===== src/rtl/vadd_pkg.sv =====
// Shared defaults and beat typedefs for the vector-add operand path.
// Lane k of a beat occupies bits [k*ELEM_W +: ELEM_W].
package vadd_pkg;

    localparam int VADD_PE     = 8;
    localparam int VADD_ELEM_W = 8;

    typedef logic [VADD_ELEM_W-1:0] lane_t;
    typedef lane_t [VADD_PE-1:0]    beat_t;

    function automatic int data_w(input int pe, input int elem_w);
        return pe * elem_w;
    endfunction

endpackage


===== src/rtl/vadd_stream_fifo.sv =====
// First-word-fall-through stream FIFO: head visible the cycle after the push edge.
// A full FIFO refuses input even if it pops in the same cycle; push_rdy_o is low during reset.
module vadd_stream_fifo #(
    parameter  int WIDTH = 64,
    parameter  int DEPTH = 4,
    localparam int LVL_W = $clog2(DEPTH + 1),
    localparam int PTR_W = $clog2(DEPTH)
) (
    input  logic             clk,
    input  logic             rst,
    input  logic             push_vld_i,
    input  logic [WIDTH-1:0] push_dat_i,
    output logic             push_rdy_o,
    input  logic             pop_i,
    output logic [WIDTH-1:0] head_dat_o,
    output logic [LVL_W-1:0] lvl_o
);

    logic [WIDTH-1:0] mem_q [DEPTH];
    logic [PTR_W-1:0] wr_ptr_q, wr_ptr_d;
    logic [PTR_W-1:0] rd_ptr_q, rd_ptr_d;
    logic [LVL_W-1:0] lvl_q, lvl_d;
    logic             push;
    logic             pop;

    assign push_rdy_o = ~rst & (lvl_q != LVL_W'(DEPTH));
    assign push       = push_vld_i & push_rdy_o;
    // Pop is qualified locally so a stray request on an empty FIFO cannot corrupt the count.
    assign pop        = pop_i & (lvl_q != '0);

    always_comb begin
        wr_ptr_d = wr_ptr_q;
        rd_ptr_d = rd_ptr_q;
        lvl_d    = lvl_q;
        if (push) begin
            wr_ptr_d = wr_ptr_q + PTR_W'(1);
        end
        if (pop) begin
            rd_ptr_d = rd_ptr_q + PTR_W'(1);
        end
        case ({push, pop})
            2'b10:   lvl_d = lvl_q + LVL_W'(1);
            2'b01:   lvl_d = lvl_q - LVL_W'(1);
            default: lvl_d = lvl_q;
        endcase
    end

    always_ff @(posedge clk or posedge rst) begin
        if (rst) begin
            wr_ptr_q <= '0;
            rd_ptr_q <= '0;
            lvl_q    <= '0;
        end else begin
            wr_ptr_q <= wr_ptr_d;
            rd_ptr_q <= rd_ptr_d;
            lvl_q    <= lvl_d;
        end
    end

    always_ff @(posedge clk) begin
        if (push) begin
            mem_q[wr_ptr_q] <= push_dat_i;
        end
    end

    assign head_dat_o = mem_q[rd_ptr_q];
    assign lvl_o      = lvl_q;

endmodule


===== src/rtl/vector_add_input_aligner.sv =====
// Aligns two skewed operand streams into one lock-stepped pair; 1-cycle latency, 1 pair/cycle.
// Each producer is backpressured only by its own FIFO filling; the pair pops only when both outputs are accepted.
module vector_add_input_aligner
    import vadd_pkg::*;
#(
    parameter  int PE     = VADD_PE,
    parameter  int ELEM_W = VADD_ELEM_W,
    parameter  int DEPTH  = 4,
    localparam int DATA_W = data_w(PE, ELEM_W),
    localparam int LVL_W  = $clog2(DEPTH + 1)
) (
    input  logic              clk,
    input  logic              rst,
    input  logic [DATA_W-1:0] s0_TDATA,
    input  logic              s0_TVALID,
    output logic              s0_TREADY,
    input  logic [DATA_W-1:0] s1_TDATA,
    input  logic              s1_TVALID,
    output logic              s1_TREADY,
    output logic [DATA_W-1:0] in0_V_data_V_TDATA,
    output logic              in0_V_data_V_TVALID,
    input  logic              in0_V_data_V_TREADY,
    output logic [DATA_W-1:0] in1_V_data_V_TDATA,
    output logic              in1_V_data_V_TVALID,
    input  logic              in1_V_data_V_TREADY,
    output logic [LVL_W-1:0]  lvl0,
    output logic [LVL_W-1:0]  lvl1,
    output logic              skew_err
);

    logic pair_v;
    logic pair_pop;
    logic split_acc;
    logic skew_err_q, skew_err_d;

    vadd_stream_fifo #(
        .WIDTH (DATA_W),
        .DEPTH (DEPTH)
    ) u_fifo0 (
        .clk        (clk),
        .rst        (rst),
        .push_vld_i (s0_TVALID),
        .push_dat_i (s0_TDATA),
        .push_rdy_o (s0_TREADY),
        .pop_i      (pair_pop),
        .head_dat_o (in0_V_data_V_TDATA),
        .lvl_o      (lvl0)
    );

    vadd_stream_fifo #(
        .WIDTH (DATA_W),
        .DEPTH (DEPTH)
    ) u_fifo1 (
        .clk        (clk),
        .rst        (rst),
        .push_vld_i (s1_TVALID),
        .push_dat_i (s1_TDATA),
        .push_rdy_o (s1_TREADY),
        .pop_i      (pair_pop),
        .head_dat_o (in1_V_data_V_TDATA),
        .lvl_o      (lvl1)
    );

    assign pair_v    = (lvl0 != '0) & (lvl1 != '0);
    assign pair_pop  = pair_v & in0_V_data_V_TREADY & in1_V_data_V_TREADY;
    // A one-sided accept means the adder consumed an operand with no partner: flag it, never pop.
    assign split_acc = pair_v & (in0_V_data_V_TREADY ^ in1_V_data_V_TREADY);

    assign skew_err_d = skew_err_q | split_acc;

    always_ff @(posedge clk or posedge rst) begin
        if (rst) begin
            skew_err_q <= 1'b0;
        end else begin
            skew_err_q <= skew_err_d;
        end
    end

    assign in0_V_data_V_TVALID = pair_v;
    assign in1_V_data_V_TVALID = pair_v;
    assign skew_err            = skew_err_q;

endmodule


===== config.mk =====
export PLATFORM = sky130hd
export DESIGN_NAME = vector_add_input_aligner
export DESIGN_NICKNAME = d
export VERILOG_FILES = /design/src/rtl/vadd_pkg.sv /design/src/rtl/vadd_stream_fifo.sv /design/src/rtl/vector_add_input_aligner.sv
export SDC_FILE = /design/constraint.sdc
export NUM_CORES = 1
export LEC_CHECK = 0
export ABC_AREA = 1
export CAP_MARGIN = 40
export CORE_ASPECT_RATIO = 1.2
export CORE_MARGIN = 10
export CORE_UTILIZATION = 55
export DETAILED_ROUTE_END_ITERATION = 6
export PLACE_DENSITY = 0.91
export SYNTH_ARGS = -nofsm -noshare
export SYNTH_HDL_FRONTEND = slang
export SYNTH_SLANG_ARGS = --single-unit

===== constraint.sdc =====
create_clock -name clk -period 5.35 [get_ports clk]
set_input_delay 1.07 -clock clk [delete_from_list [all_inputs] [get_ports clk]]
set_output_delay 1.07 -clock clk [all_outputs]
set_load 0.03 [all_outputs]

# Word-level counts from Yosys, hierarchy flattened

Memory sizes are Yosys's and may differ from the RTL's.
Index checks and enable logic that the tools add are counted.
W data, S select, Z words.

Add/subtract/negate cells: 8
Equality and inequality tests: 6
Muxes and demuxes: 6
Bitwise logic cells: 13
Reductions and logical operators: 4

Operators by type and width:

| operator              | number |
|---|---|
| $pmux W3 S2           | 2 |
| $and A1 B1 Y1         | 10 |
| $add A2 B1 Y2 const B | 4 |
| $add A3 B1 Y3 const B | 2 |
| $ne A3 B3 Y1 const B  | 2 |
| $reduce_bool A3 Y1    | 2 |
| $sub A3 B1 Y3 const B | 2 |
| $eq A2 B1 Y1 const B  | 2 |
| $eq A2 B2 Y1 const B  | 2 |
| $mux W1               | 4 |
| $reduce_bool A2 Y1    | 2 |
| $not A1 Y1            | 1 |
| $or A1 B1 Y1          | 1 |
| $xor A1 B1 Y1         | 1 |

Register bits after elaboration: 15
Memory bits (writable): 512
Input bits: 134
Output and inout bits: 139
Memories kept: 2

Memories:

| memory        | words | bits a word | rd ports | clocked after memory_dff | write ports | RTL line               | RTL |
|---|---|---|---|---|---|---|---|
| u_fifo0.mem_q | 4     | 64          | 1        | 0                        | 1           | vadd_stream_fifo.sv:19 | `logic [WIDTH-1:0] mem_q [DEPTH];` |
| u_fifo1.mem_q | 4     | 64          | 1        | 0                        | 1           | vadd_stream_fifo.sv:19 |  |

# Depth between registers and ports, before layout

Depth in word-level cells: 7
Gate-level depth with buffers: 11

# Cells and area by module

From an unflattened synthesis, not the netlist that was laid out.

Cells, all modules: 1511
Area, all modules: 20405.8 um2

By module, submodules not included:

| module                     | times used | cells each | area each (um2) | seq. area each (um2) |
|---|---|---|---|---|
| vadd_stream_fifo (u_fifo1) | 1          | 746        | 10159.7         | 7862.5 |
| vadd_stream_fifo (u_fifo0) | 1          | 746        | 10148.5         | 7862.5 |
| vector_add_input_aligner   | 1          | 19         | 97.6            | 25.0 |

# Worst setup path after synthesis

OpenSTA, ideal clock, no wires.

Kind: in2reg
Start: in rst
End: mem u_fifo0.mem_q[0][0], enable pin
Library setup time: 0.487 ns
Data arrival time: 4.536 ns
Required time: 4.863 ns
Setup slack: 0.327 ns
Stages: 3
Path buffers: 0
Cells stage by stage: inv_1 -> nand3_1 -> nor2_1

Word-level cells in the longest chain between the ends: 5

Ends and longest elaborated chain:

| element                       | RTL line                       | RTL |
|---|---|---|
| from (decl)                   | vector_add_input_aligner.sv:13 | `input logic rst,` |
| $not A1 Y1                    | vadd_stream_fifo.sv:26         | `assign push_rdy_o = ~rst & (lvl_q != LVL_W'(DEPTH));` |
| $and A1 B1 Y1                 | vadd_stream_fifo.sv:26         |  |
| $and A1 B1 Y1                 | vadd_stream_fifo.sv:27         | `assign push = push_vld_i & push_rdy_o;` |
| $mux W1                       | vadd_stream_fifo.sv:61         | `if (push) begin` |
| $mux W1 (not written as such) | vadd_stream_fifo.sv:62         | `mem_q[wr_ptr_q] <= push_dat_i;` |
| to (decl)                     | vadd_stream_fifo.sv:19         |  |

Every way passes these cells.

# Worst setup path in the final report

Start: reg u_fifo0.rd_ptr_q[0]
End: out in0_V_data_V_TDATA[58]

Word-level cells in the longest chain between the ends: 1

Ends and longest elaborated chain:

| element                | RTL line                       | RTL |
|---|---|---|
| from (decl)            | vadd_stream_fifo.sv:21         | `logic [PTR_W-1:0] rd_ptr_q, rd_ptr_d;` |
| from (signal assigned) | vadd_stream_fifo.sv:55         | `rd_ptr_q <= rd_ptr_d;` |
| $mem_v2 Z4 W64         | --                             |  |
| to (decl)              | vector_add_input_aligner.sv:20 | `output logic [DATA_W-1:0] in0_V_data_V_TDATA,` |

Every way passes these cells.

==> flow_results.org <==
** Status
- Status :: complete, no violations

** Routing
- Initial DRC Count :: 1271
- Number of vias per cell :: 6.00
- After detailed routing, the total wire length is 49.2 mm.
- Dividing the detail-routed wire length by the instance count gives 23.1 um.
- The pre-antenna-repair detailed-routing pass consisted of 6 iterations.
- The detail route stage leaves a number of antenna-violating nets equal to 0.
- Post-detailed-route DRC marker count :: 0
- The routed layout has 12800 vias.

** Critical path
- Flop-to-flop setup slack :: 2.91 ns
- The worst register-to-register path begins at u_fifo0.lvl_o[0]$_DFFE_PP0P_.
- Crit Path Max Fanout :: 77
- Startpoint-to-endpoint class of the critical path :: flop to output port
- Arrival time at the worst endpoint :: 3.48 ns
- Startpoint Class :: flop
- Worst Setup EP :: in0_V_data_V_TDATA[58]
- R2R Path End :: u_fifo0.mem_q[3][0]$_DFFE_PP_
- At the worst endpoint, the required time is 4.28 ns.
- The worst setup path is captured at an output port.
- Worst r2r path cells :: 5
- Launching element of the worst setup path :: u_fifo0.rd_ptr_q[0]$_DFFE_PP0P_

** Clock network
- The H-tree generated during clock tree synthesis spans 2 levels.
- TritonCTS built the clock tree.
- The tree is rooted in a sky130_fd_sc_hd__clkbuf_16.
- Clock transition time at the flip-flop clock pins of the worst setup and hold paths :: 0.06 ns
- In this run, post-CTS hold repair placed 0 buffers.
- Setup Buffers After CTS :: 0
- CTS Buf Count :: 48
- In this run the deepest clock path goes through 3 buffers.
- The clock net in this run drives a total of 527 sinks.
- Gates resized during post-CTS repair numbered 0.
- The later pin in the worst-skew pair is clocked with a latency of 0.56 ns.

** Floorplan
- Number of top-level design ports :: 273
- From left edge to right edge, the die measures 193 um.
- The die covers 44100 um2.
- Once the floorplan was initialized, standard cells occupied 55.5% of the core.
- In this run the vertical extent of the chip is 228 um.
- Area of the placeable core :: 35800 um2
- The floorplan has 76 rows.

** Yosys
- Proportion of synthesized area in mux cells :: 0%
- For this run, asynchronously set or reset flops after synthesis account for 2.85%.
- Xor/xnor cell area share of the yosys netlist :: 0.221%
- Summing the areas of all and, or, nand and nor instances in the mapped netlist gives 6.09% of the synthesized area.
- Register area share after synthesis :: 79.4%
- Counting every instance in the synthesized netlist gives 1362.
- After synthesis, the largest family of logic cells by area is compound AO/OA/AOI/OAI gates.
- Number of synthesized register bits :: 527
- Yosys warning count :: 0
- Synthesis produced a netlist with a net count of 1508.
- Summing the areas of all compound-gate instances in the mapped netlist gives 10.6% of the synthesized area.
- Yosys mapped a number of flops with a built-in enable equal to 512.
- Post-synthesis adder-cell area fraction :: 0.832%
- Predominant post-synthesis flop cell :: sky130_fd_sc_hd__edfxtp_1
- Post-synthesis average cell area :: 14.6 um2
- The netlist uses 23 different library cells.
- The cell area that synthesis handed to floorplanning was 19800 um2.

** Placement
- Post-Place Worst Slack :: 1.41 ns
- Once detailed placement completed, the half-perimeter wirelength came to 29.2 mm.
- Once placement completed, the tool counted placed cells totaling 2042.
- Number of buffer cells added on primary ports :: 272
- Final GP Congestion :: 0.792

** Cells and area
- Multi-input gate area :: 3580 um2
- After filler insertion, the fill cell instance count of the layout stands at 2152.
- Cell Count, Final, Fillers Out :: 2133
- Final core utilization :: 69.2%
- Compared with the post-synthesis result, the final layout area differs by 24.7%.
- Cells with a size suffix above 1 make up 7.15% of the layout.
- Net total in the final layout :: 1770
- FF+latch area :: 15800 um2

** Timing
- Total Neg Setup Slack :: 0 ns
- The final number of max-transition violations was 0.
- The final critical path takes up 85.1% of the cycle.
- Clock tree skew after final layout :: 0.0180 ns
- Transition time of the tightest slew-check pin :: 0.791 ns
- The smallest clock period supported by the final layout is computed as 4.55 ns.
- Across all hold checks on the routed design, the worst slack comes to 0.478 ns.
- Setup repair after global routing left no endpoint under its margin.
- Setup violations remaining at the end of the flow were counted as 0.
- Hold violation total from the final report :: 0
- Across all setup checks in the final design, the least slack found is 0.795 ns.
- Relative max-transition margin :: 47.2%
- Maximum clock rate :: 220 MHz

** Global route
- The first global-routing pass estimated 75.2 mm of wire.
- Entering global routing, the biggest net connects 91 pins.
- Initial antenna violation count :: 2
- The via count of the first global-routing pass came to 12800.
- Remaining Overflow, GRT :: 0
- Global routing consumed, over all layers together, 21.5% of the routing resources.

** Power
- Worst IR drop on VDD :: 603 uV
- Total power divided by cell area :: 588 nW/um2
- Leakage :: 8.20 nW

** Run
- Across the run, the number of max-cap violations was 0.

** Worst hold path
- Class of the tightest hold or removal check :: flop to flop
registers in the layout, indices dropped and copies added, names as in the netlist:
signal and flops:
u_fifo1.mem_q 256, u_fifo0.wr_ptr_q 2, u_fifo1.lvl_o 3, u_fifo0.rd_ptr_q 2, u_fifo1.wr_ptr_q 2, u_fifo1.rd_ptr_q 2
u_fifo0.lvl_o 3, skew_err 1, u_fifo0.mem_q 256
Yosys cell counts (4+ instances only):
master	instances	area [um2]
sky130_fd_sc_hd__edfxtp_1	512	15400
sky130_fd_sc_hd__nor2_1	265	995
sky130_fd_sc_hd__o21ai_0	129	646
sky130_fd_sc_hd__o21ai_1	128	641
sky130_fd_sc_hd__o22ai_1	128	801
sky130_fd_sc_hd__buf_2	51	255
sky130_fd_sc_hd__nand2_1	34	128
sky130_fd_sc_hd__inv_1	27	101
sky130_fd_sc_hd__clkbuf_1	16	60.1
sky130_fd_sc_hd__dfrtp_1	15	375
sky130_fd_sc_hd__buf_4	14	105
sky130_fd_sc_hd__ha_1	10	125
sky130_fd_sc_hd__nand4_1	8	50.1
sky130_fd_sc_hd__nand3_1	7	35.0
sky130_fd_sc_hd__inv_2	4	15.0
how the worst min path moves through the flow:
stage                                         start                               to  cells past startpoint
floorplan           u_fifo0.wr_ptr_q[1]$_DFFE_PP0P_  u_fifo0.wr_ptr_q[1]$_DFFE_PP0P_                      2
global placement                 skew_err$_DFF_PP0_               skew_err$_DFF_PP0_                      1
detailed placement               skew_err$_DFF_PP0_               skew_err$_DFF_PP0_                      1
CTS                              skew_err$_DFF_PP0_               skew_err$_DFF_PP0_                      1
global route                     skew_err$_DFF_PP0_               skew_err$_DFF_PP0_                      1
finish                           skew_err$_DFF_PP0_               skew_err$_DFF_PP0_                      1
metrics by stage:
stage	power, mW	instance area, um2
after floorplan	8.79	19800
after global placement	10.8	23000
after detailed placement	11.1	23100
after CTS	14.6	24700
after global routing	15.2	24700
final	14.6	24700
placed cells by master (no fill, tap or decap):
cell type and count:
sky130_fd_sc_hd__dfrtp_1 11, sky130_fd_sc_hd__o22ai_1 128, sky130_fd_sc_hd__o21bai_1 1, sky130_fd_sc_hd__inv_6 3
sky130_fd_sc_hd__nand3_1 7, sky130_fd_sc_hd__dfrtp_4 2, sky130_fd_sc_hd__bufinv_16 6, sky130_fd_sc_hd__fa_1 2
sky130_fd_sc_hd__nand4_1 8, sky130_fd_sc_hd__clkinvlp_4 5, sky130_fd_sc_hd__clkinv_2 12, sky130_fd_sc_hd__clkdlybuf4s50_1 272
sky130_fd_sc_hd__clkbuf_1 3, sky130_fd_sc_hd__o21ai_0 129, sky130_fd_sc_hd__clkbuf_16 49, sky130_fd_sc_hd__clkinv_4 2
sky130_fd_sc_hd__a31oi_1 1, sky130_fd_sc_hd__inv_2 2, sky130_fd_sc_hd__edfxtp_1 512, sky130_fd_sc_hd__xnor2_1 3
sky130_fd_sc_hd__o21ai_1 128, sky130_fd_sc_hd__clkinv_1 9, sky130_fd_sc_hd__dfrtp_2 2, sky130_fd_sc_hd__nor2_1 257
sky130_fd_sc_hd__ha_1 10, sky130_fd_sc_hd__xor2_1 2, sky130_fd_sc_hd__diode_2 1, sky130_fd_sc_hd__buf_12 6
sky130_fd_sc_hd__nand2_1 34, sky130_fd_sc_hd__nor2_4 8, sky130_fd_sc_hd__buf_16 5, sky130_fd_sc_hd__inv_8 2
sky130_fd_sc_hd__a21oi_1 1, sky130_fd_sc_hd__inv_1 27, sky130_fd_sc_hd__inv_4 1, sky130_fd_sc_hd__buf_4 14
layout make-up:
class                      instances  share of cell area, %
sequential                       527                   63.7
multi-input combinational        719                   14.5
timing repair buffer             297                   12.5
clock buffer                      52                   5.00
tap                              468                   2.37
clock inverter                    38                   1.51
inverter                          31                  0.485
antenna                            1                 0.0101
worst max-delay path, stage by stage (launching register included):
cell and delay (ns):
sky130_fd_sc_hd__dfrtp_4 0.63, sky130_fd_sc_hd__inv_4 0.63, sky130_fd_sc_hd__buf_4 0.43, sky130_fd_sc_hd__o21ai_0 0.22, sky130_fd_sc_hd__o22ai_1 0.24, sky130_fd_sc_hd__clkdlybuf4s50_1 0.72
layer usage:
| metal | track usage, % | up-vias | routed length (um) |
|---|---|---|---|
| met2 | 37.4 | 780 | 25500 |
| met1 | 26.8 | 6329 | 17800 |
| met3 | 4.81 | 79 | 5010 |
| li1 | - | 5618 | - |
| met4 | 4.90 | 2 | 879 |
| met5 | 0 | - | 10 |
cell families (layout without fill, tap and decap cells):
| group | count (synthesis) | count (layout) |
|---|---|---|
| other cells | 0 | 1 |
| simple gates | 314 | 314 |
| fa+ha+maj | 12 | 12 |
| compound gates | 388 | 388 |
| xor+xnor | 5 | 5 |
| buf+inv | 116 | 418 |
| flops | 527 | 527 |
where the power goes:
part | internal [mW] | switching (mW) | total (mW)
clock network | 1.98 | 1.48 | 3.47
registers | 5.01 | 0.196 | 5.20
logic | 2.01 | 3.87 | 5.88
total | 9.00 | 5.55 | 14.6
Power figures use the tool's default switching activity.
